### config.mk
export PLATFORM = sky130hd
export DESIGN_NAME = minterm_scanner
export DESIGN_NICKNAME = d
export VERILOG_FILES = /design/src/rtl/minterm_scanner_pkg.sv /design/src/rtl/minterm_scanner_myfunction.sv /design/src/rtl/minterm_scanner.sv
export SDC_FILE = /design/constraint.sdc
export NUM_CORES = 1
export LEC_CHECK = 0
export ABC_AREA = 1
export CAP_MARGIN = 20
export CORE_MARGIN = 3
export CORE_UTILIZATION = 30
export CTS_CLUSTER_SIZE = 40
export DETAILED_ROUTE_END_ITERATION = 6
export SLEW_MARGIN = 10
export SYNTH_ARGS = -nofsm -noshare
export SYNTH_HDL_FRONTEND = slang
export SYNTH_SLANG_ARGS = --single-unit
### constraint.sdc
create_clock -name clk -period 1.4 [get_ports clk]
set_input_delay 0.21 -clock clk [delete_from_list [all_inputs] [get_ports clk]]
set_output_delay 0.21 -clock clk [all_outputs]
set_load 0.01 [all_outputs]
### src/rtl/minterm_scanner_pkg.sv
// ============================================================================
// Module  : minterm_scanner_pkg
// Brief   : Shared state encodings and constants for the minterm scanner.
// Rev     : 1.0  initial release
// ============================================================================
`default_nettype none

package minterm_scanner_pkg;

  typedef enum logic [1:0] {
    IDLE   = 2'd0,
    DRIVE  = 2'd1,
    SAMPLE = 2'd2,
    DONE   = 2'd3
  } state_t;

  localparam logic [3:0]  LAST_MINTERM  = 4'd15;
  // Minterms ORed by the function block: 2, 3, 5, 7, 11, 13.
  localparam logic [15:0] FUNC_MINTERMS = 16'h28AC;

endpackage

`default_nettype wire

### src/rtl/minterm_scanner_myfunction.sv
// ============================================================================
// Module  : minterm_scanner_myfunction
// Brief   : 4-to-16 decoder with enable, selected outputs ORed into y.
// Rev     : 1.0  initial release
// ============================================================================
`default_nettype none

module minterm_scanner_myfunction
  import minterm_scanner_pkg::*;
(
  input  logic a,
  input  logic b,
  input  logic c,
  input  logic d,
  input  logic en,
  output logic y
);

  logic [3:0]  sel;
  logic [15:0] dec;

  assign sel = {a, b, c, d};

  for (genvar i = 0; i < 16; i++) begin : g_dec
    assign dec[i] = en && (sel == 4'(i));
  end

  assign y = |(dec & FUNC_MINTERMS);

endmodule

`default_nettype wire

### src/rtl/minterm_scanner.sv
// ============================================================================
// Module  : minterm_scanner
// Brief   : Steps a 4-input function through minterms 0..15 and captures its
//           truth table. Optional MINTERM_SCAN_COUNT_EN adds the ones count.
// Rev     : 1.0  initial release
// ============================================================================
`default_nettype none

module minterm_scanner
  import minterm_scanner_pkg::*;
#(
  parameter int SETTLE_CYCLES = 1
) (
  input  logic        clk,
  input  logic        rst_n,
  input  logic        start,
  input  logic        abort,
  output logic        busy,
  output logic        done,
  output logic [3:0]  idx,
`ifdef MINTERM_SCAN_COUNT_EN
  output logic [4:0]  ones,
`endif
  output logic [15:0] table_out
);

  localparam logic [3:0] SETTLE_LAST = 4'(SETTLE_CYCLES - 1);

  state_t     state;
  logic [3:0] settle_cnt;
  logic       dec_en;
  logic       y;

  minterm_scanner_myfunction myfunction (
    .a  (idx[3]),
    .b  (idx[2]),
    .c  (idx[1]),
    .d  (idx[0]),
    .en (dec_en),
    .y  (y)
  );

  always_ff @(posedge clk or negedge rst_n) begin
    if (!rst_n) begin
      state      <= IDLE;
      idx        <= 4'd0;
      table_out  <= 16'd0;
      settle_cnt <= 4'd0;
      busy       <= 1'b0;
      done       <= 1'b0;
      dec_en     <= 1'b0;
`ifdef MINTERM_SCAN_COUNT_EN
      ones       <= 5'd0;
`endif
    end else begin
      done <= 1'b0;
      case (state)
        IDLE: begin
          if (start) begin
            table_out  <= 16'd0;
`ifdef MINTERM_SCAN_COUNT_EN
            ones       <= 5'd0;
`endif
            idx        <= 4'd0;
            settle_cnt <= 4'd0;
            busy       <= 1'b1;
            dec_en     <= 1'b1;
            state      <= DRIVE;
          end
        end
        DRIVE: begin
          if (abort) begin
            busy   <= 1'b0;
            dec_en <= 1'b0;
            state  <= IDLE;
          end else begin
            settle_cnt <= settle_cnt + 4'd1;
            if (settle_cnt == SETTLE_LAST) state <= SAMPLE;
          end
        end
        SAMPLE: begin
          // The capture still lands on an aborting edge; only the transition is overridden.
          table_out[idx] <= y;
`ifdef MINTERM_SCAN_COUNT_EN
          ones           <= ones + {4'd0, y};
`endif
          if (abort) begin
            busy   <= 1'b0;
            dec_en <= 1'b0;
            state  <= IDLE;
          end else if (idx == LAST_MINTERM) begin
            busy   <= 1'b0;
            dec_en <= 1'b0;
            done   <= 1'b1;
            state  <= DONE;
          end else begin
            idx        <= idx + 4'd1;
            settle_cnt <= 4'd0;
            state      <= DRIVE;
          end
        end
        DONE: begin
          state <= IDLE;
        end
        default: state <= IDLE;
      endcase
    end
  end

endmodule

`default_nettype wire

==> impl_metrics.sql <==
INSERT INTO impl_metrics (metric_group, metric, value, unit) VALUES
('setup_path', 'r2r.worst_path.cells', '8', ''),
('setup_path', 'cp_num_cells', '8', ''),
('logic_synthesis', 'ys_top_cells_by_area', 'dfrtp_1 (39%), nand2_1 (11%), nand3_1 (8.9%)', ''),
('timing', 'fin_crit', '1.40', 'ns'),
('route', 'num_vias', '1729', ''),
('setup_path', 'worst-endpoint-arrival', '1.56', 'ns'),
('grt', 'grt_antenna_before_repair', '0', ''),
('setup_path', 'cp_max_fo', '8', ''),
('die', 'die-area', '6930', 'um2'),
('min_path', 'hold_class', 'in -> async', ''),
('cts', 'cts_made_buffers', '3', ''),
('setup_path', 'worst-endpoint-required', '1.57', 'ns'),
('logic_synthesis', 'mappedNetlistNets', '257', ''),
('grt', 'first_global_vias', '1607', ''),
('timing', 'fin_worst_hold_slack', '0.300', 'ns'),
('timing', 'max_freq', '0.717', 'GHz'),
('placement', 'portBuffers', '25', ''),
('setup_path', 'critical_path.n_buffers_inverters', '2', ''),
('timing', 'setup_viol_count_final', '0', ''),
('finish', 'area.growth.synth_to_final', '52.1', '%'),
('setup_path', 'setup.worst_path.end_class', 'register', ''),
('finish', 'n_antenna_cell', '0', ''),
('finish', 'net_count_final', '314', ''),
('route', 'detail_route.iter0.violations', '55', ''),
('cts', 'ctsHtreeMaxLevel', '1', ''),
('finish', 'final_design_area_no_fill', '2720', 'um2'),
('finish', 'final_util', '0.483', ''),
('setup_path', 'slowest_stage', 'dfrtp_1', ''),
('logic_synthesis', 'synthXorXnorAreaFrac', '0.00978', ''),
('power_and_ir_drop', 'totalPowerFinal', '3.59', 'mW'),
('logic_synthesis', 'synth_fa_ha_area_frac', '0.0769', ''),
('setup_path', 'cp_cell_sequence', 'buf_6 > ha_4 > nand3_2 > inv_2 > nand2_4 > nand3_4 > nand2_1 > o21ai_1', ''),
('timing', 'final_critical_path_setup_slack', '0.00494', 'ns'),
('cts', 'max-clock-path-buffers', '2', ''),
('finish', 'final_common_cell', 'nand2_1', ''),
('logic_synthesis', 'synthesis.area_per_instance', '7.40', 'um2'),
('logic_synthesis', 'syn_inst', '242', ''),
('timing', 'hold_viol', '0', ''),
('placement', 'hpwlAfterDp', '3060', 'um'),
('logic_synthesis', 'synthMuxAreaShare', '0.00559', ''),
('logic_synthesis', 'main_combinational_cell_family_by_area_after_synthesis', 'simple AND/OR/NAND/NOR gates', ''),
('setup_path', 'critPathTopFamily', 'simple AND/OR/NAND/NOR gates', ''),
('timing', 'rsz0062_at_grt', 'true', ''),
('logic_synthesis', 'yosys.area.top_type', 'dfrtp_1', ''),
('run', 'timing.max_cap.violations', '0', ''),
('route', 'dr.pass1.iters', '4', ''),
('placement', 'placed_cell_area', '2290', 'um2'),
('placement', 'place.gp.congestion', '0.830', ''),
('timing', 'maxSlewViolCount', '0', ''),
('grt', 'global_route.overflow_total', '0', ''),
('setup_path', 'worstSetupStartpointType', 'register', ''),
('logic_synthesis', 'synth_seq_cells', '28', ''),
('cts', 'clk_pin_slew', '0.10', 'ns'),
('die', 'floorplan.die.height', '83.3', 'um'),
('timing', 'relSlewSlack', '0.705', ''),
('timing', 'finClkSkew', '0.00916', 'ns'),
('setup_path', 'setup.worst_path.class', 'reg -> reg', ''),
('logic_synthesis', 'synth-simple-area-share', '0.338', ''),
('die', 'num_io_pins', '26', ''),
('route', 'mean_number_of_vias_per_cell', '4.69', ''),
('logic_synthesis', 'synth-edff-count', '0', ''),
('run_status', 'status', 'complete, no violations', ''),
('route', 'drtAntennaViolNets', '0', ''),
('power_and_ir_drop', 'power.density_cell_area', '1320', 'nW/um2'),
('finish', 'final_cell_mix', 'nand2_1 (45), nand3_1 (28), buf_4 (28), dfrtp_1 (27), inv_1 (18)', ''),
('power_and_ir_drop', 'max-vdd-ir-drop', '0.901', 'mV'),
('cts', 'root_buffer', 'clkbuf_8', ''),
('cts', 'cts_tree', 'built', ''),
('timing', 'tightest_slew', '0.442', 'ns'),
('route', 'wirelength', '4540', 'um'),
('grt', 'globalRouteTotalUtil', '0.127', '');
-- power by group --
group	total, mW	switching (mW)	leakage, nW	internal (mW)
sequential	0.985	0.0900	0.383	0.895
combinational	2.15	1.21	1.07	0.941
clock	0.454	0.260	0.0216	0.194
total	3.59	1.56	1.48	2.03
-- worst paths after layout --
check	start	endpoint	slack (ns)
worst min register to register	table_out[3]	table_out[3]	0.51
worst max-delay path	idx[0]	settle_cnt[3]	0.005
max in group asynchronous	rst_n	idx[3]	0.82
min in group clk	table_out[3]	table_out[3]	0.51
worst max register to register	idx[0]	settle_cnt[3]	0.005
worst min-delay path	rst_n	table_out[14]	0.30
-- final cells by class --
cell class / count / area, um2
Inverter: 32 / 130
Clock buffer: 3 / 41.3
Multi-Input combinational cell: 171 / 1170
Tap cell: 72 / 90.1
Timing Repair Buffer: 63 / 592
Fill cell: 529 / 2920
Sequential cell: 28 / 702
-- sequential cells by signal (all words and copies together), names as in the netlist --
register    cells
settle_cnt      4
state           2
table_out      16
dec_en          1
idx             4
done            1
-- routing by layer --
| metal | up-vias | wire (um) | track usage |
|---|---|---|---|
| met4 | 0 | 67 | 0.0401 |
| met2 | 41 | 2120 | 0.205 |
| met3 | 4 | 165 | 0.0149 |
| met1 | 807 | 2190 | 0.177 |
| li1 | 877 | - | - |
| met5 | - | 0 | 0 |
-- logic make-up after synthesis --
kind of cell | Yosys count
and+or+nand+nor | 134
buffers and inverters | 45
DFF | 28
AOI/OAI and AO/OA | 21
adders and majority gates | 11
xor gates and xnor gates | 2
muxes | 1
-- synth_stat cells (2+ instances only) --
cell type  instances
xor2_1             2
o21ai_1            7
nand2_1           53
nand4_1            7
ha_1              11
buf_4              7
buf_6              2
a21oi_1            4
nand2_2            6
dfrtp_1           28
nor2_1            31
nand3_1           32
inv_2              5
inv_1             27
nand3_2            3
o21ai_0            9
buf_2              3
-- repair_timing --
action / in CTS / in global routing
hold endpoints to repair: 0 / 0
endpoints found under the setup margin: 41 / 35
gates cloned: 0 / 2
gates resized for setup: 36 / 73
setup buffers: 3 / 3
pin swaps: 4 / 17
(Power assumes the default switching activity.)
